--- src/rtl/dda_pkg.sv ---
// Shared constants and state encoding for the DDA host link
// (UART frame exchange with the posit DDA core).
package dda_pkg;

    localparam int DDA_N          = 16;
    localparam int DDA_CFG_BYTES  = 10;
    localparam int DDA_RESP_BYTES = 5;

    // Field LSB offsets inside cfg = {ic1, ic2, vK_M, vD_M, dt}
    localparam int DDA_NUM_FIELDS = 5;
    localparam int IC1_OFS        = 4 * DDA_N;
    localparam int IC2_OFS        = 3 * DDA_N;
    localparam int VKM_OFS        = 2 * DDA_N;
    localparam int VDM_OFS        = 1 * DDA_N;
    localparam int DT_OFS         = 0;

    localparam int CNT_W = 4;

    typedef enum logic [2:0] {
        S_IDLE,
        S_LOAD,
        S_SEND,
        S_WAIT_ACK,
        S_WAIT_IDLE,
        S_RECV,
        S_FINISH
    } state_t;

    function automatic logic [CNT_W-1:0] sat_inc(input logic [CNT_W-1:0] v);
        return (v == '1) ? v : v + 1'b1;
    endfunction

endpackage

--- src/rtl/dda_host_link.sv ---
// Host side of the DDA UART link: ships one cfg frame MSB-first, then collects {v1, v2}.
// Optional response watchdog enabled by defining DDA_HOST_TIMEOUT_EN.
module dda_host_link
    import dda_pkg::*;
#(
    parameter int N              = DDA_N,
    parameter int CFG_BYTES      = DDA_CFG_BYTES,
    parameter int RESP_BYTES     = DDA_RESP_BYTES,
    parameter int TIMEOUT_CYCLES = 50000
) (
    input  logic           i_clk,
    input  logic           i_rst_n,
    input  logic           i_start,
    input  logic [5*N-1:0] i_cfg,
    output logic           o_tx_start,
    output logic [7:0]     o_tx_byte,
    input  logic           i_tx_busy,
    input  logic           i_rx_valid,
    input  logic [7:0]     i_rx_byte,
    input  logic           i_rx_err,
    output logic           o_busy,
    output logic           o_done,
    output logic           o_err,
    output logic [N-1:0]   o_v1,
    output logic [N-1:0]   o_v2
);

    localparam logic [CNT_W-1:0] LAST_TX = CNT_W'(CFG_BYTES);
    localparam logic [CNT_W-1:0] LAST_RX = CNT_W'(RESP_BYTES - 1);
    localparam logic [CNT_W-1:0] V_BYTES = CNT_W'((2 * N) / 8);

    state_t           r_state, w_next;
    logic [5*N-1:0]   r_tx_shift;
    logic [2*N-1:0]   r_rx_shift;
    logic [CNT_W-1:0] r_tx_cnt, r_rx_cnt;
    logic             r_tx_start, r_busy, r_done, r_err;
    logic [7:0]       r_tx_byte;
    logic [N-1:0]     r_v1, r_v2;
    logic             w_accept, w_fire, w_rx_take, w_rx_fail, w_finish, w_to_hit;

`ifdef DDA_HOST_TIMEOUT_EN
    localparam int TO_W = $clog2(TIMEOUT_CYCLES + 1);
    logic [TO_W-1:0] r_to_cnt;

    // Held at zero outside RECV, so it starts from zero on entry; each byte re-arms it.
    always_ff @(posedge i_clk) begin
        if (i_rst_n)                                r_to_cnt <= '0;
        else if (r_state != S_RECV || i_rx_valid)   r_to_cnt <= '0;
        else                                        r_to_cnt <= r_to_cnt + 1'b1;
    end

    assign w_to_hit = (r_state == S_RECV) && (r_to_cnt == TO_W'(TIMEOUT_CYCLES - 1));
`else
    // Watchdog compiled out; RECV waits for the responder indefinitely.
    assign w_to_hit = (TIMEOUT_CYCLES < 0);
`endif

    always_ff @(posedge i_clk) begin
        if (i_rst_n) r_state <= S_IDLE;
        else         r_state <= w_next;
    end

    always_comb begin
        w_next    = r_state;
        w_accept  = 1'b0;
        w_fire    = 1'b0;
        w_rx_take = 1'b0;
        w_rx_fail = 1'b0;
        w_finish  = 1'b0;
        case (r_state)
            S_IDLE: begin
                if (i_start && !r_busy) begin
                    w_accept = 1'b1;
                    w_next   = S_LOAD;
                end
            end
            S_LOAD: w_next = S_SEND;
            S_SEND: begin
                if (!i_tx_busy) begin
                    w_fire = 1'b1;
                    w_next = S_WAIT_ACK;
                end
            end
            S_WAIT_ACK: begin
                if (i_tx_busy) w_next = S_WAIT_IDLE;
            end
            S_WAIT_IDLE: begin
                if (!i_tx_busy) w_next = (r_tx_cnt >= LAST_TX) ? S_RECV : S_SEND;
            end
            S_RECV: begin
                // A receive error outranks a byte arriving in the same cycle.
                if (i_rx_err || w_to_hit) begin
                    w_rx_fail = 1'b1;
                    w_next    = S_IDLE;
                end else if (i_rx_valid) begin
                    w_rx_take = 1'b1;
                    if (r_rx_cnt == LAST_RX) w_next = S_FINISH;
                end
            end
            S_FINISH: begin
                w_finish = 1'b1;
                w_next   = S_IDLE;
            end
            default: w_next = S_IDLE;
        endcase
    end

    always_ff @(posedge i_clk) begin
        if (i_rst_n) begin
            r_tx_shift <= '0;
            r_rx_shift <= '0;
            r_tx_cnt   <= '0;
            r_rx_cnt   <= '0;
            r_tx_start <= 1'b0;
            r_tx_byte  <= '0;
            r_busy     <= 1'b0;
            r_done     <= 1'b0;
            r_err      <= 1'b0;
            r_v1       <= '0;
            r_v2       <= '0;
        end else begin
            r_tx_start <= w_fire;
            r_done     <= w_finish;
            if (w_accept) begin
                r_tx_shift <= i_cfg;
                r_err      <= 1'b0;
                r_busy     <= 1'b1;
            end
            if (r_state == S_LOAD) begin
                r_tx_cnt   <= '0;
                r_rx_cnt   <= '0;
                r_rx_shift <= '0;
            end
            // tx_byte only changes on a fire, so it holds across the whole UART transfer.
            if (w_fire) begin
                r_tx_byte  <= r_tx_shift[5*N-1 -: 8];
                r_tx_shift <= {r_tx_shift[5*N-9:0], 8'h00};
                r_tx_cnt   <= sat_inc(r_tx_cnt);
            end
            if (w_rx_take) begin
                r_rx_cnt <= sat_inc(r_rx_cnt);
                if (r_rx_cnt < V_BYTES) r_rx_shift <= {r_rx_shift[2*N-9:0], i_rx_byte};
            end
            if (w_finish) begin
                r_v1   <= r_rx_shift[2*N-1:N];
                r_v2   <= r_rx_shift[N-1:0];
                r_busy <= 1'b0;
            end
            if (w_rx_fail) begin
                r_err  <= 1'b1;
                r_busy <= 1'b0;
            end
        end
    end

    assign o_tx_start = r_tx_start;
    assign o_tx_byte  = r_tx_byte;
    assign o_busy     = r_busy;
    assign o_done     = r_done;
    assign o_err      = r_err;
    assign o_v1       = r_v1;
    assign o_v2       = r_v2;

endmodule

--- config.mk ---
export PLATFORM = sky130hd
export DESIGN_NAME = dda_host_link
export DESIGN_NICKNAME = d
export VERILOG_FILES = /design/src/rtl/dda_pkg.sv /design/src/rtl/dda_host_link.sv
export SDC_FILE = /design/constraint.sdc
export NUM_CORES = 1
export LEC_CHECK = 0
export ABC_AREA = 1
export BUFFER_PORTS_ARGS = -buffer_cell sky130_fd_sc_hd__buf_2
export CORE_ASPECT_RATIO = 1.5
export CORE_MARGIN = 4
export CORE_UTILIZATION = 59
export DETAILED_ROUTE_END_ITERATION = 8
export PLACE_DENSITY = 0.85
export SLEW_MARGIN = 20
export SYNTH_ARGS = -nofsm -noshare
export SYNTH_HDL_FRONTEND = slang
export SYNTH_SLANG_ARGS = --single-unit
--- constraint.sdc ---
create_clock -name i_clk -period 2.7 [get_ports i_clk]
set_input_delay 0.135 -clock i_clk [delete_from_list [all_inputs] [get_ports i_clk]]
set_output_delay 0.135 -clock i_clk [all_outputs]
set_load 0.01 [all_outputs]
Yosys cells after proc, flatten, opt, wreduce, memory -nomap -nowiden --
Index checks and enable logic that the tools add are counted.
Storage, ports and cells: bits in read-only memories 0, bits of input ports 94, word-level logic and storage cells 77, latch bits 0, memories 0, register bits after elaboration 167, bits in writable memories 0
Cells by class: $mul 0, multiplexer cells 31, $lt $le $gt $ge 2, reduce and logical (&&, ||, !) cells 12, div/mod/pow operators 0, shift-type cells 0, add/sub/neg operators 2, eq/ne operators 17, bitwise gates (word level) 0
Operator list (count):
- 80-bit 2-to-1 mux | 2
- 32-bit 2-to-1 mux | 3
- 3-bit 2-to-1 mux | 8
- 4-bit 2-to-1 mux | 5
- 3-bit one-hot mux with 6 select lines | 1
- 1-bit 2-to-1 mux | 12
- 2-bit inequality test, second input constant | 6
- 3-bit equality test, second input constant | 3
- 4-bit by 1-bit adder with 4-bit output, second input constant | 2
- 4-bit equality test, second input constant | 2
- 2-bit nonzero test | 4
- 3-bit by 2-bit equality test with 1-bit output, second input constant | 2
- 3-bit inequality test, second input constant | 2
- 6-bit AND reduction | 1
- 4-bit by 3-bit equality test with 1-bit output, second input constant | 1
- 4-bit >= comparator, second input constant | 1
- 4-bit by 3-bit < comparator with 1-bit output, second input constant | 1
- 2-bit AND reduction | 2
- 3-bit by 1-bit equality test with 1-bit output, second input constant | 1
- 3-bit zero test | 1
- 3-bit OR reduction | 1
- 2-bit OR reduction | 1
- 1-bit logical AND | 1
- 1-bit zero test | 1

Longest topological paths before layout --
Gate-level depths: netlist (run 1).
word-level depth 6, mapped depth 9, gate-level depth less buffers 9

Worst setup path before layout (run 1) --
Ideal clock, no wire load.
path type register to register, from register r_state[0], to register r_tx_shift[10], path buffers 2, setup slack 1.408 ns, period minus slack after synthesis 1.292 ns, cell stages (with the launch flop) 7, data arrival time 1.172 ns, path through dfxtp_1 -> nor2_1 -> nand3_1 -> buf_4 -> buf_4 -> nor3_1 -> nor3_1
On the way: word-level cells in the longest chain between the ends 3
RTL lines:
- start: declaration | line dda_host_link.sv:32 | state_t r_state, w_next;
- start signal: assignment | line dda_host_link.sv:60 | else r_state <= w_next;
- 3-bit by 2-bit equality test with 1-bit output / 3-bit zero test (equally long branches) | line dda_host_link.sv:70 | case (r_state)
- 1-bit 2-to-1 mux | line dda_host_link.sv:70
- 80-bit 2-to-1 mux / 2-bit nonzero test (equally long branches)
- end signal: assignment | line dda_host_link.sv:125 | r_tx_shift <= i_cfg;
- end signal: assignment | line dda_host_link.sv:137 | r_tx_shift <= {r_tx_shift[5*N-9:0], 8'h00};
- end: declaration | line dda_host_link.sv:33 | logic [5*N-1:0] r_tx_shift;
Parallel ways exist; a longest one is shown, timed or not. A chain may end at the register's enable or synchronous reset.

Worst setup path after layout (run 1) --
from register r_state[0], to register r_tx_shift[51]
The elaborated chain is that of the path after synthesis.

==> metrics.txt, run 1 <==
# TYPE chip_impl_metric gauge
chip_impl_info{name="status",value="complete, no violations"} 1
chip_impl_metric{name="cts_resized",unit=""} 0
chip_impl_metric{name="r2r_cells",unit=""} 6
chip_impl_info{name="origin_of_the_worst_setup_path",value="r_state[0]"} 1
chip_impl_metric{name="synthesis.instances",unit=""} 869
chip_impl_metric{name="power_density",unit="nW/um^2"} 847.2
chip_impl_info{name="rsz0062_at_grt",value="no"} 1
chip_impl_metric{name="combinational_power_share",unit=""} 0.245
chip_impl_metric{name="cp.arrival",unit="ns"} 2.37
chip_impl_info{name="clock-root-buffer",value="sky130_fd_sc_hd__clkbuf_16"} 1
chip_impl_metric{name="wl_per_cell",unit="um"} 16.20
chip_impl_metric{name="cts_max_level",unit=""} 4
chip_impl_metric{name="synth_to_layout_area_growth",unit="%"} 29.34
chip_impl_info{name="setup.worst_path.class",value="register to register"} 1
chip_impl_metric{name="std_cell_rows",unit=""} 47
chip_impl_metric{name="layout.core_utilization",unit=""} 0.7777
chip_impl_metric{name="firstDrtPassIters",unit=""} 8
chip_impl_info{name="crit_path_start_kind",value="register"} 1
chip_impl_metric{name="synthesis.area_per_instance",unit="um^2"} 7.650
chip_impl_metric{name="fp.dieH",unit="um"} 138
chip_impl_metric{name="clockPowerShare",unit=""} 0.332
chip_impl_metric{name="port_buffers",unit=""} 137
chip_impl_info{name="worstReg2RegEnd",value="r_tx_shift[51]"} 1
chip_impl_metric{name="finalSetupViolCount",unit=""} 0
chip_impl_metric{name="cts_buffers",unit=""} 17
chip_impl_metric{name="finalNetCount",unit=""} 1139
chip_impl_metric{name="die_w",unit="um"} 94.67
chip_impl_info{name="critical-path-top-cell-by-count",value="sky130_fd_sc_hd__buf_4"} 1
chip_impl_metric{name="first_pass_grt_wire_length",unit="um"} 31280
chip_impl_metric{name="final_layout_size_suffix_gt1_frac",unit=""} 0.1888
chip_impl_metric{name="total_leakage_power",unit="nW"} 3.575
chip_impl_metric{name="ys_ff_latch",unit=""} 167
chip_impl_metric{name="crit_buf_inv",unit=""} 2
chip_impl_metric{name="via_count_of_the_first_global_routing_pass",unit=""} 6654
chip_impl_metric{name="final_hold_viol_count",unit=""} 0
chip_impl_metric{name="clock_latency",unit="ns"} 0.43
chip_impl_info{name="timing.critical_path.to_type",value="register"} 1
chip_impl_metric{name="irDropWorstVdd",unit="mV"} 0.5111
chip_impl_metric{name="placedCellCount",unit=""} 1103
chip_impl_metric{name="sequential_area_share_after_synthesis",unit=""} 0.5029
chip_impl_metric{name="timing.final.crit_share",unit=""} 0.7576
chip_impl_metric{name="synth.yosys.warnings",unit=""} 0
chip_impl_metric{name="synth.net_count",unit=""} 967
chip_impl_info{name="timing.critical_path.slowest_stage_cell",value="sky130_fd_sc_hd__dfxtp_1"} 1
chip_impl_metric{name="path_max_fanout",unit=""} 43
chip_impl_metric{name="die_area",unit="um^2"} 13060
chip_impl_metric{name="drtIter0Drc",unit=""} 439
chip_impl_metric{name="total_vias_in_the_final_route",unit=""} 6827
chip_impl_metric{name="final_period_minus_worst_setup_slack",unit="ns"} 2.045
chip_impl_info{name="crit_end",value="r_tx_shift[51]"} 1
chip_impl_metric{name="p_int",unit="W"} 0.004865
chip_impl_metric{name="max_cap_check_violation_count",unit=""} 0
chip_impl_metric{name="final_antenna_net_count",unit=""} 0
chip_impl_info{name="worst_hold_path_type",value="input port to register"} 1
chip_impl_metric{name="clk_transition_reported_paths",unit="ns"} 0.06
chip_impl_metric{name="syn_area",unit="um^2"} 6648
chip_impl_metric{name="drt-vias-per-instance",unit=""} 5.680
chip_impl_info{name="top_cell_family_by_delay_on_the_critical_path",value="buffers and inverters"} 1
chip_impl_metric{name="core_area",unit="um^2"} 11060
chip_impl_metric{name="power.sequential.fraction",unit=""} 0.423
chip_impl_metric{name="worstSetupPathDepth",unit=""} 6
chip_impl_metric{name="num_io_pins",unit=""} 138
chip_impl_metric{name="switching_power",unit="W"} 0.002419
chip_impl_metric{name="clock-sinks",unit=""} 167
chip_impl_metric{name="initial_core_util",unit=""} 0.6013
chip_impl_info{name="crit_chain",value="nor2_1, nand3_2, buf_4, buf_4, nand3_1, a31oi_1"} 1
chip_impl_info{name="cts_tree",value="yes"} 1
chip_impl_metric{name="cts_max_path_buffers",unit=""} 2
chip_impl_metric{name="crit_path_max_incr_delay",unit="ns"} 0.46
chip_impl_metric{name="remaining_drc_errors",unit=""} 0
chip_impl_info{name="worstReg2RegStart",value="r_state[0]"} 1
chip_impl_metric{name="grt_start_max_net_pins",unit=""} 62
chip_impl_metric{name="timing.critical_path.required",unit="ns"} 3.03
chip_impl_metric{name="timing.max_slew.rel_slack",unit=""} 0.3621
chip_impl_metric{name="post_layout_nonfiller_instances",unit=""} 1202
chip_impl_metric{name="place_hpwl",unit="um"} 11190
chip_impl_metric{name="cts_setup_buffers",unit=""} 0
chip_impl_metric{name="grtUsageTotal",unit=""} 0.2985
chip_impl_metric{name="sum_of_routed_wire_length_over_all_layers",unit="um"} 19470
chip_impl_metric{name="totalNegativeSetupSlack",unit="ns"} 0
chip_impl_metric{name="initial_antenna_violation_count",unit=""} 1
chip_impl_metric{name="yosys.cell_types.count",unit=""} 27
chip_impl_metric{name="fin_skew",unit="ns"} 0.01117
chip_impl_metric{name="achievable-frequency",unit="MHz"} 488.9
chip_impl_metric{name="timing.reg2reg.setup_slack",unit="ns"} 0.65
chip_impl_metric{name="postCtsHoldBufs",unit=""} 66
chip_impl_metric{name="worst_pin_slew",unit="ns"} 0.9535
chip_impl_metric{name="globalRoute.totalOverflow",unit=""} 0
chip_impl_metric{name="netSwitchingFraction",unit=""} 0.3321
chip_impl_metric{name="gp_routability_congestion",unit=""} 0.8219
chip_impl_metric{name="drv_slew",unit=""} 0
[stage by stage]
step | hold slack (ns) | instance area, um^2 | setup slack, ns | power, W
2_1_floorplan | 0.2788 | 6648 | 1.408 | 0.004354
3_3_place_gp | 0.3855 | 7337 | 0.8182 | 0.004709
3_5_place_dp | 0.3962 | 7337 | 0.7261 | 0.004752
4_1_cts | 0.001430 | 8596 | 0.7329 | 0.007238
5_1_grt | 0.004841 | 8598 | 0.4831 | 0.007671
6_report | 0.003492 | 8598 | 0.6545 | 0.007284
[state kept, by name, summed over array words and instances (netlist names), 3 cells and up]
| name | flops |
|---|---|
| o_tx_byte | 8 |
| o_v1 | 16 |
| o_v2 | 16 |
| r_rx_cnt | 4 |
| r_rx_shift | 32 |
| r_state | 3 |
| r_tx_cnt | 4 |
| r_tx_shift | 80 |
[synth_stat cells]
cell | n | area, um^2
sky130_fd_sc_hd__nand2_1 | 266 | 998.5
sky130_fd_sc_hd__dfxtp_1 | 167 | 3343
sky130_fd_sc_hd__nand3_1 | 108 | 540.5
sky130_fd_sc_hd__a31oi_1 | 65 | 406.6
sky130_fd_sc_hd__a21oi_1 | 51 | 255.2
sky130_fd_sc_hd__nor2_1 | 32 | 120.1
sky130_fd_sc_hd__buf_2 | 28 | 140.1
sky130_fd_sc_hd__o21ai_0 | 27 | 135.1
sky130_fd_sc_hd__inv_1 | 20 | 75.07
sky130_fd_sc_hd__nor3_1 | 19 | 95.09
sky130_fd_sc_hd__clkbuf_1 | 18 | 67.56
sky130_fd_sc_hd__o21ai_1 | 17 | 85.08
sky130_fd_sc_hd__buf_4 | 15 | 112.6
sky130_fd_sc_hd__a22o_1 | 8 | 70.07
sky130_fd_sc_hd__buf_1 | 4 | 15.01
sky130_fd_sc_hd__ha_1 | 4 | 50.05
sky130_fd_sc_hd__inv_2 | 3 | 11.26
sky130_fd_sc_hd__nand2_2 | 3 | 18.77
sky130_fd_sc_hd__nor2_2 | 3 | 18.77
sky130_fd_sc_hd__nand3_2 | 2 | 20.02
sky130_fd_sc_hd__nand3b_1 | 2 | 15.01
sky130_fd_sc_hd__xor2_1 | 2 | 17.52
sky130_fd_sc_hd__nand4_1 | 1 | 6.260
sky130_fd_sc_hd__o211ai_1 | 1 | 7.510
sky130_fd_sc_hd__o21ai_2 | 1 | 8.760
sky130_fd_sc_hd__o21bai_1 | 1 | 7.510
sky130_fd_sc_hd__or2_2 | 1 | 6.260
[area by class of cell]
type                    count  area [um^2]
well taps                 147        183.9
flip-flops and latches    167         3343
clock inverters            13        145.1
clock buffers              19        452.9
diodes                      1        2.502
repair buffers            218         1496
inverters                  23        86.33
multi-input cells         614         2888
fillers                   782         2457
[per-layer routing]
layer	global-route usage	wire length, um	part of all wire	vias up
met3	0.07174	1313	0.067	80
met1	0.3278	7070	0.36	3140
met2	0.5108	10140	0.52	322
met4	0.1749	944	0.048	0
li1	-	-	-	3285
met5	0	0	0	-
[how the worst min path moves through the flow]
stage | slack (ns) | endpoint | cells past startpoint | start
CTS | 0.001 | r_tx_shift[51] | 3 | i_cfg[51]
global route | 0.005 | r_tx_shift[59] | 3 | i_cfg[59]
detailed placement | 0.40 | r_tx_shift[0] | 3 | i_cfg[0]
finish | 0.003 | r_tx_shift[13] | 3 | i_cfg[13]
floorplan | 0.28 | r_tx_shift[0] | 2 | i_cfg[0]
global placement | 0.39 | r_tx_shift[2] | 3 | i_cfg[2]
[logic make-up (layout without fill, tap and decap cells)]
group	Yosys count	after routing	synth area share
xor gates and xnor gates	2	2	0.002636
and+or+nand+nor	437	437	0.2767
buffers and inverters	88	273	0.06343
AOI/OAI and AO/OA	171	171	0.1468
DFF	167	167	0.5029
adders and majority gates	4	4	0.007529
other	0	1	0
[layout by cell type, fill, tap and decap left out, types with 4 or more instances in the layout]
cell                              n
sky130_fd_sc_hd__dlygate4sd3_1   66
sky130_fd_sc_hd__a22o_1           8
sky130_fd_sc_hd__nor3_1          19
sky130_fd_sc_hd__inv_2            4
sky130_fd_sc_hd__o21ai_1         17
sky130_fd_sc_hd__nand2_1        266
sky130_fd_sc_hd__o21ai_0         27
sky130_fd_sc_hd__clkbuf_16       17
sky130_fd_sc_hd__a31oi_1         65
sky130_fd_sc_hd__inv_1           19
sky130_fd_sc_hd__nand3_1        107
sky130_fd_sc_hd__buf_2          137
sky130_fd_sc_hd__dfxtp_1        167
sky130_fd_sc_hd__a21oi_1         51
sky130_fd_sc_hd__nor2_1          32
sky130_fd_sc_hd__buf_4           12
sky130_fd_sc_hd__ha_1             4
[power groups by stage]
stage / combinational (W) / clock, W / sequential [W]
after floorplan: 0.00130 / 0 / 0.00306
after global placement: 0.00161 / 0 / 0.00310
after detailed placement: 0.00164 / 0 / 0.00311
after CTS: 0.00174 / 0.00244 / 0.00307
after global routing: 0.00200 / 0.00256 / 0.00311
final: 0.00178 / 0.00242 / 0.00308
[worst min-delay path, cell delays in order]
cell and delay, ns:
sky130_fd_sc_hd__buf_2 0.11, sky130_fd_sc_hd__nand2_1 0.06, sky130_fd_sc_hd__a31oi_1 0.07
Note: power is estimated with default switching activity, not from simulation.
==> inputs of run 2 (changes only) <==
--- a/config.mk
+++ b/config.mk
@@ -5,13 +5,13 @@
 export SDC_FILE = /design/constraint.sdc
 export NUM_CORES = 1
 export LEC_CHECK = 0
-export ABC_AREA = 1
+export ABC_AREA = 0
 export BUFFER_PORTS_ARGS = -buffer_cell sky130_fd_sc_hd__buf_2
 export CORE_ASPECT_RATIO = 1.5
 export CORE_MARGIN = 4
-export CORE_UTILIZATION = 59
+export CORE_UTILIZATION = 55
 export DETAILED_ROUTE_END_ITERATION = 8
-export PLACE_DENSITY = 0.85
+export PLACE_DENSITY = 0.79
 export SLEW_MARGIN = 20
 export SYNTH_ARGS = -nofsm -noshare
 export SYNTH_HDL_FRONTEND = slang
==> constraint.sdc (replaced) <==
create_clock -name i_clk -period 2.1 [get_ports i_clk]
set_input_delay 0.105 -clock i_clk [delete_from_list [all_inputs] [get_ports i_clk]]
set_output_delay 0.105 -clock i_clk [all_outputs]
set_load 0.01 [all_outputs]
==> metrics.txt, run 2 <==
# TYPE chip_impl_metric gauge
chip_impl_info{name="yosys.area.top_type",value="sky130_fd_sc_hd__dfxtp_1"} 1
chip_impl_info{name="setup.worst_path.class",value="register to register"} 1
chip_impl_info{name="timing.critical_path.to_type",value="register"} 1
chip_impl_metric{name="final_period_minus_worst_setup_slack",unit="ns"} 2.024
chip_impl_info{name="busiest_layer",value="met2"} 1
chip_impl_metric{name="finalNetCount",unit=""} 1078
chip_impl_metric{name="total_vias_in_the_final_route",unit=""} 6520
chip_impl_metric{name="timing.critical_path.required",unit="ns"} 2.36
chip_impl_metric{name="drt-vias-per-instance",unit=""} 5.660
chip_impl_metric{name="clock-sinks",unit=""} 167
chip_impl_info{name="dominantRegCellSynth",value="sky130_fd_sc_hd__dfxtp_1"} 1
chip_impl_metric{name="clk_transition_reported_paths",unit="ns"} 0.06
chip_impl_metric{name="port_buffers",unit=""} 137
chip_impl_metric{name="grt_start_max_net_pins",unit=""} 68
chip_impl_metric{name="sum_of_routed_wire_length_over_all_layers",unit="um"} 19670
chip_impl_metric{name="timing.max_slew.rel_slack",unit=""} 0.7107
chip_impl_metric{name="globalRouteMet2Util",unit=""} 0.4548
chip_impl_metric{name="power.sequential.fraction",unit=""} 0.398
chip_impl_metric{name="cp.arrival",unit="ns"} 2.29
chip_impl_metric{name="global_route_met1_usage",unit=""} 0.2884
chip_impl_metric{name="via_count_of_the_first_global_routing_pass",unit=""} 6553
chip_impl_metric{name="switching_power",unit="W"} 0.003272
chip_impl_metric{name="place_hpwl",unit="um"} 11380
chip_impl_info{name="clock-root-buffer",value="sky130_fd_sc_hd__clkbuf_16"} 1
chip_impl_metric{name="synth_to_layout_area_growth",unit="%"} 31.58
chip_impl_metric{name="synth-edff-count",unit=""} 0
chip_impl_metric{name="die_w",unit="um"} 101.9
chip_impl_metric{name="layout.area.seq",unit="um^2"} 3343
chip_impl_metric{name="fp.dieH",unit="um"} 148.8
chip_impl_metric{name="synthesis.instances",unit=""} 783
chip_impl_metric{name="crit_path_max_incr_delay",unit="ns"} 0.67
chip_impl_metric{name="synth.yosys.warnings",unit=""} 0
chip_impl_metric{name="final_antenna_net_count",unit=""} 0
chip_impl_metric{name="power_density",unit="nW/um^2"} 1065
chip_impl_metric{name="globalRoute.totalOverflow",unit=""} 0
chip_impl_metric{name="std_cell_rows",unit=""} 51
chip_impl_metric{name="crit_buf_inv",unit=""} 1
chip_impl_metric{name="cts_max_level",unit=""} 4
chip_impl_info{name="worst_hold_path_type",value="input port to register"} 1
chip_impl_metric{name="drtIter0Drc",unit=""} 235
chip_impl_metric{name="max_cap_check_violation_count",unit=""} 0
chip_impl_metric{name="final_layout_size_suffix_gt1_frac",unit=""} 0.2709
chip_impl_metric{name="core_area",unit="um^2"} 12950
chip_impl_metric{name="first_pass_grt_wire_length",unit="um"} 31610
chip_impl_info{name="timing.critical_path.slowest_stage_cell",value="sky130_fd_sc_hd__or4b_4"} 1
chip_impl_metric{name="drv_slew",unit=""} 0
chip_impl_info{name="reg_top3",value="r_tx_shift x80, r_rx_shift x32"} 1
chip_impl_metric{name="cts_max_path_buffers",unit=""} 2
chip_impl_metric{name="achievable-frequency",unit="MHz"} 494.0
chip_impl_metric{name="irDropWorstVdd",unit="mV"} 0.5737
chip_impl_info{name="rsz0062_at_grt",value="no"} 1
chip_impl_metric{name="clock_latency",unit="ns"} 0.42
chip_impl_metric{name="wl_per_cell",unit="um"} 17.07
chip_impl_metric{name="cts_buffers",unit=""} 17
chip_impl_metric{name="largest_register_ff_count",unit=""} 80
chip_impl_info{name="top_cell_family_by_delay_on_the_critical_path",value="simple AND/OR/NAND/NOR gates"} 1
chip_impl_metric{name="die_area",unit="um^2"} 15160
chip_impl_metric{name="firstDrtPassIters",unit=""} 4
chip_impl_metric{name="gp_routability_congestion",unit=""} 0.8051
chip_impl_metric{name="clockPowerShare",unit=""} 0.320
chip_impl_metric{name="ys_ff_latch",unit=""} 167
chip_impl_info{name="layout.cells.most_common",value="sky130_fd_sc_hd__nand2_1"} 1
chip_impl_metric{name="worst_pin_slew",unit="ns"} 0.4340
chip_impl_metric{name="grtUsageMet3",unit=""} 0.05662
chip_impl_metric{name="remaining_drc_errors",unit=""} 0
chip_impl_metric{name="fin_worst_hold_slack",unit="ns"} 0.02817
chip_impl_metric{name="fillCellCount",unit=""} 908
chip_impl_info{name="netlist_top_cells_count",value="sky130_fd_sc_hd__nand2_1, sky130_fd_sc_hd__dfxtp_1, sky130_fd_sc_hd__nor2_1"} 1
chip_impl_metric{name="sequential_area_share_after_synthesis",unit=""} 0.4599
chip_impl_metric{name="total_leakage_power",unit="nW"} 4.181
chip_impl_metric{name="cts_setup_buffers",unit=""} 0
chip_impl_metric{name="path_max_fanout",unit=""} 36
chip_impl_info{name="status",value="complete, no violations"} 1
chip_impl_metric{name="synth.net_count",unit=""} 881
chip_impl_metric{name="totalNegativeSetupSlack",unit="ns"} 0
chip_impl_info{name="crit_chain",value="or4b_4, buf_4, nor2_1, a311oi_2"} 1
chip_impl_metric{name="timing.final.crit_share",unit=""} 0.9640
chip_impl_info{name="crit_path_start_kind",value="register"} 1
chip_impl_metric{name="grtUsageTotal",unit=""} 0.2627
chip_impl_metric{name="syn_area",unit="um^2"} 7269
chip_impl_metric{name="finalSetupViolCount",unit=""} 0
chip_impl_metric{name="num_io_pins",unit=""} 138
chip_impl_metric{name="multi_input_area",unit="um^2"} 3585
chip_impl_metric{name="final_hold_viol_count",unit=""} 0
chip_impl_metric{name="initial_core_util",unit=""} 0.5612
chip_impl_metric{name="fin_skew",unit="ns"} 0.009144
chip_impl_metric{name="combinational_power_share",unit=""} 0.281
chip_impl_metric{name="antenna_cells_inserted",unit=""} 0
chip_impl_metric{name="netSwitchingFraction",unit=""} 0.3211
chip_impl_info{name="synthMostInstantiatedCell",value="sky130_fd_sc_hd__nand2_1"} 1
chip_impl_metric{name="yosys.cell_types.count",unit=""} 44
chip_impl_info{name="synth.area.top_cells",value="sky130_fd_sc_hd__dfxtp_1, sky130_fd_sc_hd__a311oi_2, sky130_fd_sc_hd__nand2_1"} 1
chip_impl_info{name="layout.cells.most_common_list",value="sky130_fd_sc_hd__nand2_1, sky130_fd_sc_hd__dfxtp_1, sky130_fd_sc_hd__buf_2"} 1
chip_impl_metric{name="synth-async-reset-ratio",unit=""} 0
chip_impl_info{name="cts_tree",value="yes"} 1
chip_impl_metric{name="initial_antenna_violation_count",unit=""} 0
chip_impl_info{name="max_flop_register",value="r_tx_shift"} 1
chip_impl_metric{name="p_int",unit="W"} 0.006917
chip_impl_metric{name="synthesis.area_per_instance",unit="um^2"} 9.284
chip_impl_metric{name="synth_top_area_frac",unit=""} 0.4599
-- run 2: changes by cell type in the layout (fill, tap and decap cells not counted), moves of 32 or more --
cell	delta
sky130_fd_sc_hd__a311oi_2	+69
sky130_fd_sc_hd__mux2i_1	+35
sky130_fd_sc_hd__nand2_1	-85
sky130_fd_sc_hd__a21oi_1	-32
sky130_fd_sc_hd__a31oi_1	-63
sky130_fd_sc_hd__nand3_1	-102
sky130_fd_sc_hd__nor2b_1	+33
sky130_fd_sc_hd__nor2_1	+83
-- run 2: metrics by stage --
step           power (W)  setup WS (ns)  instances  cell area, um^2  utilization
2_1_floorplan   0.006061         0.4699        783             7269            -
3_5_place_dp    0.006744         0.1660       1034             8077       0.6235
5_1_grt          0.01068       0.005032       1152             9565       0.7384
6_report         0.01019        0.07556       1152             9565       0.7384
3_3_place_gp    0.006668         0.2393       1034             8077       0.6235
4_1_cts          0.01015         0.1410       1152             9560       0.7380
-- run 2: kinds of logic after synthesis --
group                      Yosys count  synth area share
AOI/OAI and AO/OA                  142            0.2184
xor gates and xnor gates             2          0.002410
adders and majority gates            4          0.006885
buffers and inverters               74           0.05078
DFF                                167            0.4599
muxes                               35           0.04819
and+or+nand+nor                    359            0.2134
-- run 2: worst reg2reg max path, stage by stage (launching register included) --
cell	delay [ns]
sky130_fd_sc_hd__dfxtp_1	0.54
sky130_fd_sc_hd__or4b_4	0.67
sky130_fd_sc_hd__buf_4	0.34
sky130_fd_sc_hd__nor2_1	0.25
sky130_fd_sc_hd__a311oi_2	0.08
-- run 2: final cells by class --
cell class                      instances  share of cell area
Clock inverter                         10             0.01766
Inverter                                7            0.002747
Timing Repair Buffer                  245              0.1871
Clock buffer                           22             0.04748
Multi-Input combinational cell        542              0.3748
Tap cell                              159             0.02080
Sequential cell                       167              0.3495
-- run 2: final timing paths --
kind | startpoint | to | slack [ns] | cells after the start
hold / removal | i_cfg[13] | r_tx_shift[13] | 0.03 | 3
setup reg to reg | r_state[1] | r_tx_shift[64] | 0.08 | 4
setup / recovery | r_state[1] | r_tx_shift[64] | 0.08 | 4
hold reg to reg | o_tx_byte[1] | o_tx_byte[1] | 0.45 | 2
-- run 2: layer usage --
metal	routed length (um)	part of all wire	vias to the layer above
met5	0	0	-
met4	1115	0.057	0
met3	1017	0.052	77
met2	10180	0.52	252
met1	7356	0.37	3071
li1	-	-	3120
-- run 2: power groups by stage --
| stage | sequential, W | combinational [W] | clock, W |
|---|---|---|---|
| CTS | 0.00402 | 0.00280 | 0.00332 |
| detailed placement | 0.00408 | 0.00266 | 0 |
| global route | 0.00409 | 0.00313 | 0.00346 |
| finish | 0.00406 | 0.00287 | 0.00326 |
| global placement | 0.00407 | 0.00259 | 0 |
| floorplan | 0.00396 | 0.00210 | 0 |
-- run 2: timing repair --
item | CTS | global route
hold buffers | 86 | 0
resized for setup | 0 | 1
endpoints found under the hold margin | 86 | 0
setup endpoints to repair | 0 | 36
==> inputs of run 3 (changes only) <==
--- a/config.mk
+++ b/config.mk
@@ -9,9 +9,10 @@
 export BUFFER_PORTS_ARGS = -buffer_cell sky130_fd_sc_hd__buf_2
 export CORE_ASPECT_RATIO = 1.5
 export CORE_MARGIN = 4
-export CORE_UTILIZATION = 55
+export CORE_UTILIZATION = 57
+export CTS_BUF_LIST = sky130_fd_sc_hd__clkbuf_2
 export DETAILED_ROUTE_END_ITERATION = 8
-export PLACE_DENSITY = 0.79
+export PLACE_DENSITY = 0.82
 export SLEW_MARGIN = 20
 export SYNTH_ARGS = -nofsm -noshare
 export SYNTH_HDL_FRONTEND = slang
==> metrics.txt, run 3 (same netlist as run 2, synthesis figures left out) <==
# TYPE chip_impl_metric gauge
chip_impl_info{name="crit_path_start_kind",value="register"} 1
chip_impl_metric{name="fin_skew",unit="ns"} 0.03830
chip_impl_metric{name="clock-sinks",unit=""} 167
chip_impl_metric{name="cts_max_level",unit=""} 4
chip_impl_metric{name="path_max_fanout",unit=""} 73
chip_impl_metric{name="total_vias_in_the_final_route",unit=""} 6474
chip_impl_metric{name="wl_per_cell",unit="um"} 16.56
chip_impl_metric{name="timing.final.crit_share",unit=""} 0.9418
chip_impl_info{name="top_cell_family_by_delay_on_the_critical_path",value="simple AND/OR/NAND/NOR gates"} 1
chip_impl_metric{name="via_count_of_the_first_global_routing_pass",unit=""} 6398
chip_impl_metric{name="grt_start_max_net_pins",unit=""} 82
chip_impl_metric{name="timing.max_slew.rel_slack",unit=""} 0.5725
chip_impl_metric{name="die_w",unit="um"} 100.2
chip_impl_metric{name="core_area",unit="um^2"} 12510
chip_impl_metric{name="drt-vias-per-instance",unit=""} 5.615
chip_impl_metric{name="cts_max_path_buffers",unit=""} 2
chip_impl_info{name="crit_chain",value="or4b_4, buf_6, nor2_1, a311oi_2"} 1
chip_impl_metric{name="finalSetupViolCount",unit=""} 0
chip_impl_metric{name="sum_of_routed_wire_length_over_all_layers",unit="um"} 19100
chip_impl_metric{name="timing.critical_path.required",unit="ns"} 2.66
chip_impl_metric{name="std_cell_rows",unit=""} 50
chip_impl_metric{name="power_density",unit="nW/um^2"} 960.2
chip_impl_metric{name="initial_antenna_violation_count",unit=""} 3
chip_impl_info{name="timing.critical_path.to_type",value="register"} 1
chip_impl_metric{name="crit_buf_inv",unit=""} 1
chip_impl_metric{name="final_period_minus_worst_setup_slack",unit="ns"} 1.978
chip_impl_metric{name="totalNegativeSetupSlack",unit="ns"} 0
chip_impl_metric{name="final_antenna_net_count",unit=""} 0
chip_impl_metric{name="total_leakage_power",unit="nW"} 4.072
chip_impl_metric{name="crit_path_max_incr_delay",unit="ns"} 0.57
chip_impl_metric{name="irDropWorstVdd",unit="mV"} 0.6614
chip_impl_info{name="rsz0062_at_grt",value="no"} 1
chip_impl_metric{name="die_area",unit="um^2"} 14660
chip_impl_metric{name="globalRoute.totalOverflow",unit=""} 0
chip_impl_metric{name="min_path_cells",unit=""} 4
chip_impl_info{name="layout.cells.most_common",value="sky130_fd_sc_hd__nand2_1"} 1
chip_impl_metric{name="cp.arrival",unit="ns"} 2.54
chip_impl_info{name="reg_top3",value="r_tx_shift x80, r_rx_shift x32"} 1
chip_impl_metric{name="clk_transition_reported_paths",unit="ns"} 0.24
chip_impl_metric{name="setup_ws",unit="ns"} 0.1223
chip_impl_metric{name="fp.dieH",unit="um"} 146.3
chip_impl_metric{name="final_hold_viol_count",unit=""} 0
chip_impl_metric{name="total_power",unit="W"} 0.008900
chip_impl_metric{name="largest_register_ff_count",unit=""} 80
chip_impl_metric{name="worst_pin_slew",unit="ns"} 0.6413
chip_impl_metric{name="dp_worst_setup_slack",unit="ns"} 0.1153
chip_impl_metric{name="port_buffers",unit=""} 137
chip_impl_info{name="setup.worst_path.class",value="register to register"} 1
chip_impl_info{name="status",value="complete, no violations"} 1
chip_impl_info{name="max_flop_register",value="r_tx_shift"} 1
chip_impl_metric{name="initial_core_util",unit=""} 0.5810
chip_impl_metric{name="final_layout_size_suffix_gt1_frac",unit=""} 0.2696
chip_impl_info{name="layout.cells.most_common_list",value="sky130_fd_sc_hd__nand2_1, sky130_fd_sc_hd__dfxtp_1, sky130_fd_sc_hd__buf_2"} 1
chip_impl_metric{name="gp_routability_congestion",unit=""} 0.8814
chip_impl_metric{name="finalNetCount",unit=""} 1080
chip_impl_metric{name="worstSetupPathDepth",unit=""} 4
chip_impl_metric{name="synth_to_layout_area_growth",unit="%"} 27.50
chip_impl_metric{name="grtUsageTotal",unit=""} 0.2591
chip_impl_metric{name="remaining_drc_errors",unit=""} 0
chip_impl_metric{name="layout.core_utilization",unit=""} 0.7408
chip_impl_metric{name="place_hpwl",unit="um"} 10580
chip_impl_info{name="cts_tree",value="yes"} 1
chip_impl_info{name="clock-root-buffer",value="sky130_fd_sc_hd__clkbuf_2"} 1
chip_impl_metric{name="cts_buffers",unit=""} 17
chip_impl_info{name="timing.critical_path.slowest_stage_cell",value="sky130_fd_sc_hd__dfxtp_1"} 1
chip_impl_metric{name="clock_latency",unit="ns"} 0.70
chip_impl_metric{name="num_io_pins",unit=""} 138
chip_impl_metric{name="r2r_cells",unit=""} 4
chip_impl_metric{name="firstDrtPassIters",unit=""} 5
chip_impl_metric{name="first_pass_grt_wire_length",unit="um"} 30810
chip_impl_metric{name="drtIter0Drc",unit=""} 355
chip_impl_metric{name="achievable-frequency",unit="MHz"} 505.6
chip_impl_info{name="worst_hold_path_type",value="input port to register"} 1
chip_impl_metric{name="max_cap_check_violation_count",unit=""} 0
chip_impl_metric{name="drv_slew",unit=""} 0
run 3: cell types whose count changed in the layout (fill, tap and decap cells not counted), sizes merged, moves of 2 or more:
cell	change
clkinv	+3
clkinvlp	-2
buf	-4
diode	+3
clkbuf	-2
dlygate4sd3	+6
run 3: tightest hold or removal path: stages:
cell and delay (ns):
sky130_fd_sc_hd__dlygate4sd3_1 0.52, sky130_fd_sc_hd__buf_2 0.12, sky130_fd_sc_hd__nand2_1 0.06, sky130_fd_sc_hd__a21oi_1 0.05
run 3: final cells by class:
cell class	count	area, um^2
multi-input combinational	542	3585
fill	873	3243
antenna	3	7.507
timing repair buffer	247	1814
clock inverter	11	197.7
sequential	167	3343
inverter	7	26.28
clock buffer	20	100.1
tap	156	195.2
run 3: what timing repair did:
action / 4_1_cts / 5_1_grt
endpoints found under the setup margin: 0 / 11
hold buffers: 92 / 0
buffers inserted: 0 / 0
gates resized for setup: 0 / 2
hold endpoints to repair: 134 / 0
run 3: path summary, 6_finish.rpt:
| kind | from | to | slack (ns) |
|---|---|---|---|
| setup / recovery | r_state[1] | r_tx_shift[75] | 0.12 |
| hold / removal | i_cfg[3] | r_tx_shift[3] | 0.17 |
| setup reg to reg | r_state[1] | r_tx_shift[75] | 0.12 |
| hold reg to reg | r_tx_shift[78] | o_tx_byte[6] | 0.47 |
run 3: per-stage QoR:
stage	hold WS [ns]	area [um^2]	std cells
after floorplan	0.2410	7269	783
after global placement	0.3413	8034	1027
after detailed placement	0.3481	8034	1027
after CTS	0.09609	9253	1150
after global routing	0.08028	9269	1153
final	0.1683	9269	1153
run 3: routing by layer:
layer	GRT usage	vias to the layer above	share of wire
met5	0	-	0
met4	0.1369	0	0.046
met3	0.05880	63	0.052
met2	0.4356	237	0.52
met1	0.3022	3051	0.38
li1	-	3123	-
run 3: power breakdown:
part	internal, W	switching [W]
registers	0.00369	0.000348
clock network	0.000916	0.00110
logic	0.00118	0.00167
total	0.00578	0.00312
